==> config.mk <==
export PLATFORM = sky130hd
export DESIGN_NAME = alu_issue_ctrl
export DESIGN_NICKNAME = d
export VERILOG_FILES = /design/src/rtl/alu_issue_ctrl.sv
export SDC_FILE = /design/constraint.sdc
export NUM_CORES = 1
export LEC_CHECK = 0
export CORE_AREA = 8 8 126 128
export DETAILED_ROUTE_END_ITERATION = 6
export DIE_AREA = 0 0 134 136
export DONT_BUFFER_PORTS = 1
export PLACE_DENSITY = 0.65
export SYNTH_ARGS = -nofsm -noshare
export SYNTH_HDL_FRONTEND = slang
export SYNTH_SLANG_ARGS = --single-unit
export TNS_END_PERCENT = 100
==> constraint.sdc <==
create_clock -name clk -period 1.7 [get_ports clk]
set_input_delay 0.34 -clock clk [delete_from_list [all_inputs] [get_ports clk]]
set_output_delay 0.34 -clock clk [all_outputs]
set_load 0.02 [all_outputs]
==> src/rtl/alu_issue_ctrl.sv <==
// Issues one operation to the ALU over the en/alu_done handshake and returns the captured
// outputs on a valid/ready response port. Every wait on the ALU is bounded by TIMEOUT.
module alu_issue_ctrl #(
    parameter int DATA_W  = 32,
    parameter int OP_W    = 4,
    parameter int TIMEOUT = 16
) (
    input  logic              clk,
    input  logic              rst_n,
    input  logic              req_valid,
    output logic              req_ready,
    input  logic [OP_W-1:0]   req_op,
    input  logic [DATA_W-1:0] req_a,
    input  logic [DATA_W-1:0] req_b,
    output logic              rsp_valid,
    input  logic              rsp_ready,
    output logic [DATA_W-1:0] rsp_result,
    output logic [DATA_W-1:0] rsp_hi,
    output logic [DATA_W-1:0] rsp_lo,
    output logic              rsp_overflow,
    output logic              rsp_zero,
    output logic              rsp_timeout,
    output logic              busy,
    output logic              alu_en,
    output logic [OP_W-1:0]   alu_control,
    output logic [DATA_W-1:0] alu_srcA,
    output logic [DATA_W-1:0] alu_srcB,
    input  logic [DATA_W-1:0] alu_result,
    input  logic [DATA_W-1:0] alu_hi,
    input  logic [DATA_W-1:0] alu_lo,
    input  logic              alu_overflow,
    input  logic              alu_zero,
    input  logic              alu_done
);

    localparam int TW = $clog2(TIMEOUT + 1);
    localparam logic [TW-1:0] TIMER_MAX = TW'(TIMEOUT - 1);

    typedef enum logic [1:0] {
        IDLE  = 2'd0,
        RUN   = 2'd1,
        DRAIN = 2'd2,
        RESP  = 2'd3
    } state_t;

    state_t            state, state_next;
    logic [TW-1:0]     timer, timer_next;
    logic              alu_en_next;
    logic [OP_W-1:0]   alu_control_next;
    logic [DATA_W-1:0] alu_srcA_next, alu_srcB_next;
    logic              rsp_valid_next;
    logic [DATA_W-1:0] rsp_result_next, rsp_hi_next, rsp_lo_next;
    logic              rsp_overflow_next, rsp_zero_next, rsp_timeout_next;

    // A stale alu_done from a previous op (or from before reset) blocks acceptance.
    assign req_ready = (state == IDLE) && !alu_done;
    assign busy      = (state != IDLE);

    always_ff @(posedge clk or negedge rst_n) begin
        if (!rst_n) begin
            state        <= IDLE;
            timer        <= '0;
            alu_en       <= 1'b0;
            alu_control  <= '0;
            alu_srcA     <= '0;
            alu_srcB     <= '0;
            rsp_valid    <= 1'b0;
            rsp_result   <= '0;
            rsp_hi       <= '0;
            rsp_lo       <= '0;
            rsp_overflow <= 1'b0;
            rsp_zero     <= 1'b0;
            rsp_timeout  <= 1'b0;
        end else begin
            state        <= state_next;
            timer        <= timer_next;
            alu_en       <= alu_en_next;
            alu_control  <= alu_control_next;
            alu_srcA     <= alu_srcA_next;
            alu_srcB     <= alu_srcB_next;
            rsp_valid    <= rsp_valid_next;
            rsp_result   <= rsp_result_next;
            rsp_hi       <= rsp_hi_next;
            rsp_lo       <= rsp_lo_next;
            rsp_overflow <= rsp_overflow_next;
            rsp_zero     <= rsp_zero_next;
            rsp_timeout  <= rsp_timeout_next;
        end
    end

    always_comb begin
        state_next        = state;
        timer_next        = timer;
        alu_en_next       = alu_en;
        alu_control_next  = alu_control;
        alu_srcA_next     = alu_srcA;
        alu_srcB_next     = alu_srcB;
        rsp_valid_next    = rsp_valid;
        rsp_result_next   = rsp_result;
        rsp_hi_next       = rsp_hi;
        rsp_lo_next       = rsp_lo;
        rsp_overflow_next = rsp_overflow;
        rsp_zero_next     = rsp_zero;
        rsp_timeout_next  = rsp_timeout;

        unique case (state)
            IDLE: begin
                if (req_valid && req_ready) begin
                    alu_control_next = req_op;
                    alu_srcA_next    = req_a;
                    alu_srcB_next    = req_b;
                    alu_en_next      = 1'b1;
                    timer_next       = '0;
                    state_next       = RUN;
                end
            end
            // alu_done is checked before the timer so a completion on the last cycle still wins.
            RUN: begin
                if (alu_done) begin
                    rsp_result_next   = alu_result;
                    rsp_hi_next       = alu_hi;
                    rsp_lo_next       = alu_lo;
                    rsp_overflow_next = alu_overflow;
                    rsp_zero_next     = alu_zero;
                    rsp_timeout_next  = 1'b0;
                    alu_en_next       = 1'b0;
                    timer_next        = '0;
                    state_next        = DRAIN;
                end else if (timer == TIMER_MAX) begin
                    rsp_result_next   = '0;
                    rsp_hi_next       = '0;
                    rsp_lo_next       = '0;
                    rsp_overflow_next = 1'b0;
                    rsp_zero_next     = 1'b0;
                    rsp_timeout_next  = 1'b1;
                    alu_en_next       = 1'b0;
                    timer_next        = '0;
                    state_next        = DRAIN;
                end else begin
                    timer_next = timer + TW'(1);
                end
            end
            DRAIN: begin
                if (!alu_done) begin
                    rsp_valid_next = 1'b1;
                    state_next     = RESP;
                end else if (timer == TIMER_MAX) begin
                    rsp_timeout_next = 1'b1;
                    rsp_valid_next   = 1'b1;
                    state_next       = RESP;
                end else begin
                    timer_next = timer + TW'(1);
                end
            end
            RESP: begin
                if (rsp_ready) begin
                    rsp_valid_next = 1'b0;
                    state_next     = IDLE;
                end
            end
            default: state_next = IDLE;
        endcase
    end

endmodule

==> metrics <==
first-pass GRT wire length 26100 um; DRT iter0 DRCs about 180; Die ar. 18200 um2; top_reg_cell synth dfrtp_1; CTS Buf Count 17; Final setup viols 4; placed inst area 6940 um2; drt pass-1 iters 4; Reg2Reg Launch Point timer[1]; FF+latch count, synth 176; final hold slack -0.381 ns; Post-Layout Inst Area slightly below 8000 um2; Crit path largest cell delay 0.38 ns; unrepaired setup endpoints after global routing true; antenna cell count 0; io pins around 340; Starting Density 0.470; final worst path period need 1.73 ns; CTS tree built; critical path arrival 2.03 ns; status complete, but fails checks; number of nets in the layout 642; antenna violations before repair 0; setup slack after layout -0.0299 ns; Final HPWL DP 13100 um; gpl congestion 0.757; Syn. warnings 0; worst-margin pin slew 0.330 ns; DRC Markers 0; Worst Hold Class input port to asynchronous set/reset pin; Die Span X 134 um; vias in the first global route 4050; EDFF count, synth 0; Avg Vias per Cell 5.88; Max stage delay cell, worst path dfrtp_1; Clock Sinks 176; peak fanout along the critical path 6; Worst Setup End Kind flop; Bufs on Longest Clock Path 2; mean post-synth cell area 15.3 um2; clock root buffer clkbuf_16; Layout Utilization 0.563; Max Clock Freq 578 MHz; CP bufs+invs 2; Final Hold Vio Count 176; grt ovf 0; Clock transition at path regs 0.06 ns; critical path startpoint category flop; synth unique cells 31; Post-Syn Nets 612; Max IR drop VDD 1.13 mV; Crit path max-delay family compound AO/OA/AOI/OAI gates; Area Growth Syn to Fin 19.6%; crit path from timer[1]; Leak ~3.6 nW; GRT Util Overall 0.189; Slew Limit Fails 0; Avg WL per Cell roughly 28 um; sequential share of the synthesized area 0.667; final WL 18600 um; IO buf count 0; Max Cap Viol 0; Crit Path Category flop to flop; layout cells sized above 1 0.202; core box area 14000 um2; Vias 3878; Worst Skew ~0.0067 ns; Routed Antenna Nets 0; CP Cell Sequence ha_2, nand3_2, inv_2, ha_4, nand2b_4, a211oi_2, buf_4, o22ai_1, o2bb2ai_1; row count 44; failing checks negative hold slack, negative setup slack; fin crit share 1.02; die extent in y 136 um; Mapped Area 6610 um2; Max H-tree Level 4; largest net degree at the start of global routing 177; FFs w/ async S/R, synth 1.00; Power Dens Cells 2300 nW/um2; Worst Path Required 2.00 ns; Cells after Synth 433; clk_lat worst skew between 0.4 and 0.5 ns; Slew headroom 0.778
## sequential cells by signal, indices dropped and copies added, names as in the netlist
name          count
alu_en            1
alu_srcA         32
timer             5
state             2
rsp_hi           32
rsp_result       32
rsp_lo           32
rsp_overflow      1
alu_srcB         32
rsp_timeout       1
alu_control       4
rsp_zero          1
rsp_valid         1
## stage by stage
| step | hold WS, ns | total power, mW | std cells | setup slack [ns] | setup TNS [ns] |
|---|---|---|---|---|---|
| 4_1_cts | -0.405 | 18.1 | 651 | -0.00845 | -0.00931 |
| 3_5_place_dp | 0.0489 | 13.9 | 611 | -0.0853 | -4.19 |
| 3_3_place_gp | 0.0488 | 13.6 | 611 | -0.0291 | -0.101 |
| 6_report | -0.381 | 18.2 | 660 | -0.0299 | -0.0582 |
| 5_1_grt | -0.412 | 19.1 | 660 | -0.121 | -0.483 |
| 2_1_floorplan | 0.0444 | 12.3 | 433 | -0.0181 | -0.0644 |
## repair_timing
| action | 4_1_cts | 5_1_grt |
|---|---|---|
| setup buffers | 7 | 1 |
| pin swaps | 5 | 4 |
| cloned | 1 | 8 |
| endpoints found under the hold margin | 176 | 176 |
| endpoints found under the setup margin | 125 | 136 |
| gates resized for setup | 13 | 9 |
## where the power goes
| group | switching, mW | internal, mW | total, mW |
|---|---|---|---|
| sequential | 4.13 | 6.13 | 10.3 |
| clock | 1.56 | 2.44 | 4.00 |
| combinational | 1.62 | 2.32 | 3.94 |
## synthesized netlist by cell type (2+ instances only)
master / count / share of area
inv_1: 9 / 0.0051
o22ai_1: 4 / 0.0038
mux2_1: 68 / 0.12
buf_2: 15 / 0.011
clkbuf_1: 12 / 0.0068
buf_4: 3 / 0.0034
o21ai_0: 5 / 0.0038
mux2i_1: 3 / 0.0045
dfrtp_1: 176 / 0.67
ha_1: 8 / 0.015
a21oi_1: 5 / 0.0038
nand2_1: 4 / 0.0023
nor3b_1: 2 / 0.0023
a22o_1: 98 / 0.13
o2bb2ai_1: 2 / 0.0027
nand2b_1: 3 / 0.0028
nor2_1: 2 / 0.0011
## cell usage in the layout, fill, tap and decap left out, types with 2 or more instances in the layout
cell type   instances
dfrtp_1           176
a22o_1             98
mux2_1             68
buf_4              24
clkbuf_16          22
buf_6               7
inv_1               5
o22ai_1             4
o21ai_0             4
nand2_1             4
a21oi_1             4
inv_2               3
mux2i_1             3
ha_1                3
ha_2                3
bufinv_16           3
clkinv_4            3
clkinv_2            3
clkbuf_8            3
buf_12              3
clkinvlp_4          2
nand2b_1            2
o2bb2ai_1           2
ha_4                2
inv_6               2
## worst reg2reg max path, stage by stage, from the launching register on
cell,delay [ns]
dfrtp_1,0.38
ha_2,0.20
nand3_2,0.09
inv_2,0.05
ha_4,0.18
nand2b_4,0.14
a211oi_2,0.17
buf_4,0.18
o22ai_1,0.09
o2bb2ai_1,0.14
## logic make-up after synthesis
logic type | synth area share
adders and majority gates | 0.0152
and+or+nand+nor | 0.0169
buffers and inverters | 0.0267
DFF | 0.667
AOI/OAI and AO/OA | 0.152
muxes | 0.122
## final timing paths
path / end / slack (ns) / depth (start not counted)
min in group clk: rsp_hi[4] / 0.05 / 1
max in group asynchronous: rsp_timeout / 1.92 / 0
max: timer[3] / -0.03 / 9
max reg2reg: timer[3] / -0.03 / 9
min: alu_srcA[10] / -0.38 / 0
min reg2reg: timer[3] / 0.55 / 1
## final cells by class
type                       instances  area (um2)
clock buffer                      20         467
clock inverter                    12         156
fill                            1099        6140
inverter                           9        37.5
multi-input combinational        218        2120
sequential                       176        4400
tap                              184         230
timing repair buffer              41         487
## metal layers
layer	share of wire	global-route usage	vias up
li1	-	-	1670
met1	0.36	0.215	1955
met2	0.52	0.307	241
met3	0.12	0.0883	12
met4	0.011	0.0655	0
met5	0	0	-
Note: power is estimated with default switching activity, not from simulation.
